--- src/rtl/pwm_capture_if.sv ---
// pwm_capture_if: signal bundle between a PWM capture block and its environment.
//   en           - capture enable (environment -> capture)
//   pwm_i        - raw, asynchronous PWM line (environment -> capture)
//   sample_o     - last recovered duty-cycle sample (capture -> environment)
//   valid_o      - 1-cycle strobe when sample_o updates
//   period_err_o - 1-cycle strobe on a short frame
//   locked_o     - frame alignment established
// Modports: master drives en/pwm_i and observes results; slave is the capture block.
interface pwm_capture_if #(
    parameter int unsigned WIDTH = 9
);
    logic             en;
    logic             pwm_i;
    logic [WIDTH-1:0] sample_o;
    logic             valid_o;
    logic             period_err_o;
    logic             locked_o;

    modport master (
        output en,
        output pwm_i,
        input  sample_o,
        input  valid_o,
        input  period_err_o,
        input  locked_o
    );

    modport slave (
        input  en,
        input  pwm_i,
        output sample_o,
        output valid_o,
        output period_err_o,
        output locked_o
    );
endinterface

--- src/rtl/pwm_capture.sv ---
// pwm_capture: PWM receiver that recovers one duty-cycle sample per PWM frame.
// A frame starts on a rising edge of the synchronised line and lasts PERIOD clocks.
// The number of high cycles in the frame, saturated to 2^WIDTH-1, is published on
// sample_o with a 1-cycle valid_o strobe. A rise arriving before PERIOD clocks is a
// short frame (period_err_o strobe, lock lost). No rise by PERIOD clocks is a timeout,
// which is reported like a normal frame so constant-level lines still produce samples.
// Ports:
//   clk   - system clock
//   n_rst - synchronous active-low reset
//   bus   - pwm_capture_if slave modport (en, pwm_i in; sample_o, valid_o,
//           period_err_o, locked_o out)
module pwm_capture #(
    parameter int unsigned WIDTH       = 9,
    parameter int unsigned PERIOD      = 512,
    parameter int unsigned LOCK_FRAMES = 2
) (
    input  logic                clk,
    input  logic                n_rst,
    pwm_capture_if.slave        bus
);
    localparam int unsigned CntW  = $clog2(PERIOD) + 1;
    localparam int unsigned GoodW = $clog2(LOCK_FRAMES + 1);

    localparam logic [CntW-1:0]  PeriodCnt = CntW'(PERIOD);
    localparam logic [CntW-1:0]  FullScale = CntW'((1 << WIDTH) - 1);
    localparam logic [GoodW-1:0] LockCnt   = GoodW'(LOCK_FRAMES);

    typedef enum logic [0:0] {StHunt, StTrack} state_e;

    state_e           state_q;
    logic             meta_q;
    logic             sync_q;
    logic             prev_q;
    logic [CntW-1:0]  len_cnt;
    logic [CntW-1:0]  hi_cnt;
    logic [GoodW-1:0] good_cnt;
    logic [WIDTH-1:0] sample_q;
    logic             valid_q;
    logic             err_q;
    logic             locked_q;

    logic             rise;
    logic             len_full;
    logic [GoodW-1:0] good_inc;
    logic [WIDTH-1:0] sample_sat;

    assign rise       = sync_q & ~prev_q;
    assign len_full   = (len_cnt == PeriodCnt);
    assign good_inc   = (good_cnt == LockCnt) ? good_cnt : good_cnt + GoodW'(1);
    // A fully-high frame counts PERIOD cycles, one more than the full-scale code.
    assign sample_sat = (hi_cnt > FullScale) ? WIDTH'(FullScale) : WIDTH'(hi_cnt);

    always_ff @(posedge clk) begin
        if (!n_rst) begin
            state_q  <= StHunt;
            meta_q   <= 1'b0;
            sync_q   <= 1'b0;
            prev_q   <= 1'b0;
            len_cnt  <= '0;
            hi_cnt   <= '0;
            good_cnt <= '0;
            sample_q <= '0;
            valid_q  <= 1'b0;
            err_q    <= 1'b0;
            locked_q <= 1'b0;
        end else begin
            meta_q  <= bus.pwm_i;
            sync_q  <= meta_q;
            prev_q  <= sync_q;
            valid_q <= 1'b0;
            err_q   <= 1'b0;

            if (!bus.en) begin
                // Disable beats any frame event in the same cycle; sample_q is kept.
                state_q  <= StHunt;
                len_cnt  <= '0;
                hi_cnt   <= '0;
                good_cnt <= '0;
                locked_q <= 1'b0;
            end else begin
                unique case (state_q)
                    StHunt: begin
                        if (rise) begin
                            state_q <= StTrack;
                            len_cnt <= CntW'(1);
                            hi_cnt  <= CntW'(1);
                        end
                    end
                    StTrack: begin
                        if (rise && !len_full) begin
                            // Short frame: drop lock and realign to this rise.
                            err_q    <= 1'b1;
                            good_cnt <= '0;
                            locked_q <= 1'b0;
                            len_cnt  <= CntW'(1);
                            hi_cnt   <= CntW'(1);
                        end else if (len_full) begin
                            // Normal end or timeout. This cycle is cycle 0 of the next
                            // frame; on a rise the level is 1, so both cases count it.
                            valid_q  <= 1'b1;
                            sample_q <= sample_sat;
                            good_cnt <= good_inc;
                            if (good_inc == LockCnt) begin
                                locked_q <= 1'b1;
                            end
                            len_cnt  <= CntW'(1);
                            hi_cnt   <= CntW'(sync_q);
                        end else begin
                            len_cnt <= len_cnt + CntW'(1);
                            hi_cnt  <= hi_cnt + CntW'(sync_q);
                        end
                    end
                    default: state_q <= StHunt;
                endcase
            end
        end
    end

    assign bus.sample_o     = sample_q;
    assign bus.valid_o      = valid_q;
    assign bus.period_err_o = err_q;
    assign bus.locked_o     = locked_q;
endmodule
--- src/flat_wrapper.sv ---
// flat-port wrapper written by rule: the top's interface ports become plain ports
module pwm_capture_flat 
#(
    parameter int unsigned WIDTH       = 9,
    parameter int unsigned PERIOD      = 512,
    parameter int unsigned LOCK_FRAMES = 2
)
  (clk, n_rst, bus_en, bus_pwm_i, bus_sample_o, bus_valid_o, bus_period_err_o, bus_locked_o);
  pwm_capture_if #(.WIDTH(WIDTH)) bus_i ();
  input  logic clk;
  input  logic n_rst;
  input wire logic [$bits(bus_i.en)-1:0] bus_en;
  input wire logic [$bits(bus_i.pwm_i)-1:0] bus_pwm_i;
  output wire logic [$bits(bus_i.sample_o)-1:0] bus_sample_o;
  output wire logic [$bits(bus_i.valid_o)-1:0] bus_valid_o;
  output wire logic [$bits(bus_i.period_err_o)-1:0] bus_period_err_o;
  output wire logic [$bits(bus_i.locked_o)-1:0] bus_locked_o;
  assign bus_i.en = bus_en;
  assign bus_i.pwm_i = bus_pwm_i;
  assign bus_sample_o = bus_i.sample_o;
  assign bus_valid_o = bus_i.valid_o;
  assign bus_period_err_o = bus_i.period_err_o;
  assign bus_locked_o = bus_i.locked_o;
  pwm_capture #(.WIDTH(WIDTH), .PERIOD(PERIOD), .LOCK_FRAMES(LOCK_FRAMES)) u_core (.clk(clk), .n_rst(n_rst), .bus(bus_i));
endmodule
--- config.mk ---
export PLATFORM = sky130hd
export DESIGN_NAME = pwm_capture_flat
export DESIGN_NICKNAME = d
export VERILOG_FILES = /design/src/rtl/pwm_capture_if.sv /design/src/rtl/pwm_capture.sv /design/src/flat_wrapper.sv
export SDC_FILE = /design/constraint.sdc
export NUM_CORES = 1
export LEC_CHECK = 0
export ABC_AREA = 1
export CORE_AREA = 2 2 62 64
export CTS_BUF_LIST = sky130_fd_sc_hd__clkbuf_8
export DETAILED_ROUTE_END_ITERATION = 8
export DIE_AREA = 0 0 64 66
export PLACE_DENSITY = 0.73
export RECOVER_POWER = 50
export SLEW_MARGIN = 25
export SYNTH_ARGS = -nofsm -noshare
export SYNTH_HDL_FRONTEND = slang
export SYNTH_SLANG_ARGS = --single-unit
--- constraint.sdc ---
create_clock -name clk -period 1.91 [get_ports clk]
set_input_delay 0.382 -clock clk [delete_from_list [all_inputs] [get_ports clk]]
set_output_delay 0.382 -clock clk [all_outputs]
set_load 0.02 [all_outputs]
# Yosys cells after proc, flatten, opt, wreduce, memory -nomap -nowiden
# Index checks and enable logic that the tools add are counted.
# classes
add_sub_neg	3
reduce_logical	10
n_eq_ne	4
mux	18
n_lt_le_gt_ge	1
bitwise_logic	6
# ops
op	count
10-bit 2-to-1 mux	5
10-bit one-hot mux with 2 select lines	2
10-bit by 1-bit adder with 10-bit output	1
10-bit by 1-bit adder with 10-bit output (second input constant)	1
10-bit equality test (second input constant)	1
10-bit by 9-bit greater-than comparator with 1-bit output (second input constant)	1
9-bit 2-to-1 mux	1
1-bit 2-to-1 mux	7
2-bit 2-to-1 mux	3
3-bit AND reduction	2
1-bit NOT	5
2-bit equality test (second input constant)	2
2-bit AND reduction	2
4-bit AND reduction	1
2-bit nonzero test	2
4-bit OR reduction	1
2-bit by 1-bit adder with 2-bit output (second input constant)	1
2-bit by 1-bit inequality test with 1-bit output (second input constant)	1
1-bit bitwise AND	1
1-bit logical AND	1
1-bit zero test	1
# totals
wordCells	53
register_bits	38
output_inout_bits	12
input_bits	4

# Depth between registers and ports, before layout
# Gate-level depths: netlist of the first run.
# depth
ltp_word	6
ltp_mapped	11
mapped_depth_nobuf	10

# Least setup slack after synthesis of the first run
# Ideal clock, no wire load.
# synth_timing
path_type	flip-flop to flip-flop
startpoint	register u_core.len_cnt[0]
endpoint	register u_core.sample_q[6], in the netlist u_core.bus.sample_o[6]
stages_incl_launch_ff	11
slack_ps	480
synth_period_minus_slack_ps	1430
n_path_buf	1
setup_ps	114
t_arrival_ps	1316
required_ps	1796
path_cell_list	dfxtp_1 -> inv_1 -> ha_1 -> nand2_1 -> nor2_2 -> nand3_4 -> nor2_4 -> nand2_4 -> buf_6 -> nor2_1 -> nor2_2
# synth_between
elab_chain_cells	5
# synth_lines
item	line	rtl
start: declaration	pwm_capture.sv:34	logic [CntW-1:0] len_cnt;
start signal: assignment	pwm_capture.sv:85	len_cnt <= CntW'(1);
start signal: assignment	pwm_capture.sv:95	len_cnt <= CntW'(1);
start signal: assignment	pwm_capture.sv:106	len_cnt <= CntW'(1);
10-bit equality test *	pwm_capture.sv:48	assign len_full = (len_cnt == PeriodCnt);
1-bit zero test	pwm_capture.sv:90	if (rise && !len_full) begin
1-bit logical AND	pwm_capture.sv:90	
1-bit NOT (no line)	-	
4-bit AND reduction (no line) *	-	
end signal: assignment	pwm_capture.sv:101	sample_q <= sample_sat;
end: declaration	pwm_capture.sv:37	logic [WIDTH-1:0] sample_q;
# Mark *: on every way between the ends. The rest lies on a longest branch, timed or not.
# A chain may end at the register's enable or synchronous reset.

# Final worst setup path of the first run
# layout_timing
startpoint	register u_core.locked_q, in the netlist u_core.bus.locked_o
endpoint	output bus_locked_o
# layout_rtl
item	line	rtl
start: declaration	pwm_capture.sv:40	logic locked_q;
start signal: assignment	pwm_capture.sv:65	locked_q <= 1'b0;
start signal: assignment	pwm_capture.sv:79	locked_q <= 1'b0;
start signal: assignment	pwm_capture.sv:94	locked_q <= 1'b0;
end: declaration	flat_wrapper.sv:17	output wire logic [$bits(bus_i.locked_o)-1:0] bus_locked_o;
# No word-level cell between the ends.

==> results of run 1 <==
## Yosys cell counts (all sizes together)
library cell	count
clkbuf	3
nand3	18
o211ai	1
nand2	98
xor2	5
nor3	5
nand4	3
nor2	34
inv	41
a21oi	20
ha	5
buf	3
dfxtp	38
o21ai	7
a211oi	1
or2	3
## worst min-delay path: cells and delay by family, from the launching register on
| family | cells | cell delay (ns) |
|---|---|---|
| buf+inv | 1 | 0.04 |
| flops | 1 | 0.31 |
| simple gates | 1 | 0.05 |
## power breakdown
group / internal [µW] / total [µW] / switching [µW] / leakage [µW]
clock network: 290 / 583 / 293 / 0.0000472
logic: 16.6 / 50.9 / 34.3 / 0.000672
registers: 796 / 799 / 2.71 / 0.000307
total: 1100 / 1430 / 330 / 0.00103
## metrics by stage
step	cells	setup slack [ns]	area [µm²]	hold slack (ns)	total power, µW
floorplan	285	0.4798	1899	0.3905	847.8
global placement	346	0.3226	2105	0.3987	869.6
detailed placement	346	0.2989	2105	0.4014	870.4
CTS	354	0.2689	2200	0.4173	1446
global route	354	0.09956	2191	0.4560	1479
finish	354	0.2371	2191	0.4145	1433
## sequential cells by signal, summed over array words and instances (netlist names), 2 cells and up
| register | flops |
|---|---|
| u_core.len_cnt | 10 |
| u_core.bus.sample_o | 9 |
| u_core.hi_cnt | 10 |
| u_core.good_cnt | 2 |
## cell families after synthesis
family                     after synthesis
AOI/OAI and AO/OA                       29
and+or+nand+nor                        161
buffers and inverters                   47
adders and majority gates                5
DFF                                     38
xor gates and xnor gates                 5
## cell type report
type,count,area [µm²]
Clock buffer,6,82.58
Clock inverter,2,12.51
Fill cell,344,1360
Inverter,41,153.9
Multi-Input combinational cell,200,944.7
Sequential cell,38,760.7
Tap cell,48,60.06
Timing Repair Buffer,19,176.4
## per-layer routing
metal / GRT usage / vias up
met1: 0.2397 / 750
met2: 0.3555 / 16
met3: 0.03578 / 8
met4: 0.1060 / 0
met5: 0 / -
li1: - / 921
## worst max path at each step
stage                                 from                endpoint  slack, ns  depth (start not counted)
floorplan                u_core.len_cnt[0]  u_core.bus.sample_o[6]       0.48                         10
global placement                    bus_en      u_core.good_cnt[0]       0.32                          6
detailed placement                  bus_en        u_core.hi_cnt[0]       0.30                          5
CTS                 u_core.bus.sample_o[4]         bus_sample_o[4]       0.27                          1
global route             u_core.len_cnt[0]  u_core.bus.sample_o[5]        0.1                         10
finish                 u_core.bus.locked_o            bus_locked_o       0.24                          1
==> results.md, run 1 <==
* ANT nets after route at 0
* Pre-Repair DR Iteration Count at 4
* Cts hold-fix bufs at 0
* GRT Overall Usage at 0.2042
* Hold path depth at 2
* Placer Congestion at 0.7737
* Synth Area in Compound Gates at 0.07905
* CP max FO at 2
* HPWL Detailed at 2728 µm
* RSZ-0062 raised after global routing: false
* Critical path buffers and inverters at 1
* Vias in the first global route at between 1,500 and 2,000
* Pwr/cell area at 654.0 nW/µm²
* Post-Synth Adder-Cell Area at 0.03294
* Grt ovf at 0
* Mux share of post-synthesis cell area at 0
* Synth Area in XOR/XNOR at 0.02306
* Final Hold Viols at 0
* Starting density of the core at 0.5349
* Worst-Skew Late Latency at 0.29 ns
* Average cell area after synthesis at between 6 and 7 µm²
* Slowest stage delay, CP at between 0.6 and 0.7 ns
* IO Pins at 16
* CTS root buffer: clkbuf_8
* Peak supply drop at about 0.00036 V
* Iteration-0 DRC Markers at 103
* Setup TNS at 0 ns
* Metal3 WL at 102 µm
* Width of the die at 64 µm
* Via-to-Cell Ratio at 4.788
* P&R area growth vs syn at 15.35%
* WHS Endpoint: u_core.sync_q
* FF-to-FF End: u_core.bus.sample_o[2]
* FMAX at 597.7 MHz
* Max-slew headroom at 0.6502
* # resized after CTS at 0
* Die height at 66 µm
* NumNets Final at ~310
* Pin count of the biggest net entering global routing at 19
* Top layer in use: met4
* WL met1 at 1705 µm
* Final wirelength at 3753 µm
* Synth Register Bits at 38
* CTS tree: done
* Actual slew at the worst max-slew pin at 0.5247 ns
* Crit path kind: register to output port
* Status: complete, no violations
* TritonCTS Buffers at 5
* Synth Cell Area at around 1900 µm²
* Cells after synthesis at 285
* Cell taking the most area after synthesis: dfxtp_1
* Clock sink total at 38
* Final core occ at 0.6170
* CP cell instances: dlygate4sd3_1
* Final Max Tran Viols at 0
* Syn. warnings at 0
* HP Start: u_core.meta_q
* Worst Reg-to-Reg Cells at 10
* Commonest non-fill, non-tap cell in the layout: nand2_1
* Hold Path Class: register to register
* Leak pwr at 0.001026 µW
* Crit path DAT at between 1 and 1.5 ns
* Number of max-cap violations at 0
* Row count at 22
* Initial antenna violation count at 0
* Die area at 4224 µm²
* Syn nets at 294
* Maximum clock path buffer count at 2
* Tcrit/Tclk final at 0.8759
* Minimum clock period at 1.673 ns
* Register area share after synthesis at 0.4005
* Wire per inst at 10.60 µm
* First-pass GRT wire length at between 6000 and 7000 µm
* Reg2reg setup slack at 0.29 ns
* Vias post-DR at 1,695
* Top cells by area, synth: dfxtp_1, nand2_1, inv_1
* CP required at 1.53 ns
* Core Area at 3551 µm²
* Critical path launch point type: register
* Unique masters post-synth at 24
* FF-to-FF Start: u_core.len_cnt[0]
* Top Family by Delay on Critical Path: buffers and inverters
* Diode count at 0
* Clock skew at 0.007498 ns
* H-tree depth at 2
* Reg clk slew, reported paths at 0.08 ns
* Met2 wire len at 1863 µm
* Buffers on Ports at 15
* Simple-Gate Fraction of Synth Area at 0.3650
* Worst Setup End Kind: output port
* Synth top area share at 0.4005
* Fraction of layout cells with a size suffix above 1 at 0.08170
* Setup bufs post-CTS at 0
* DRC at 0
* Largest family of logic cells by synthesized area: simple AND/OR/NAND/NOR gates
* Final setup viols at 0
* Commonest cells after routing, fill and taps aside: nand2_1, dfxtp_1, inv_1, nor2_1, a21oi_1
* CP max stage cell: dlygate4sd3_1
No activity file was read; power rests on OpenSTA's default activity.
==> run 2: changes to the inputs <==
Settings changed: TNS_END_PERCENT from default to 5.
==> results of run 2 <==
No change in the layout: final DEF, timing and power equal those of run 1.
==> run 3: changes to the inputs <==
Settings changed: CAP_MARGIN from default to 20, HOLD_SLACK_MARGIN from default to 0.1, SKIP_CTS_REPAIR_TIMING from default to 1.
==> results of run 3 <==
No change in the layout: final DEF, timing and power equal those of run 1.
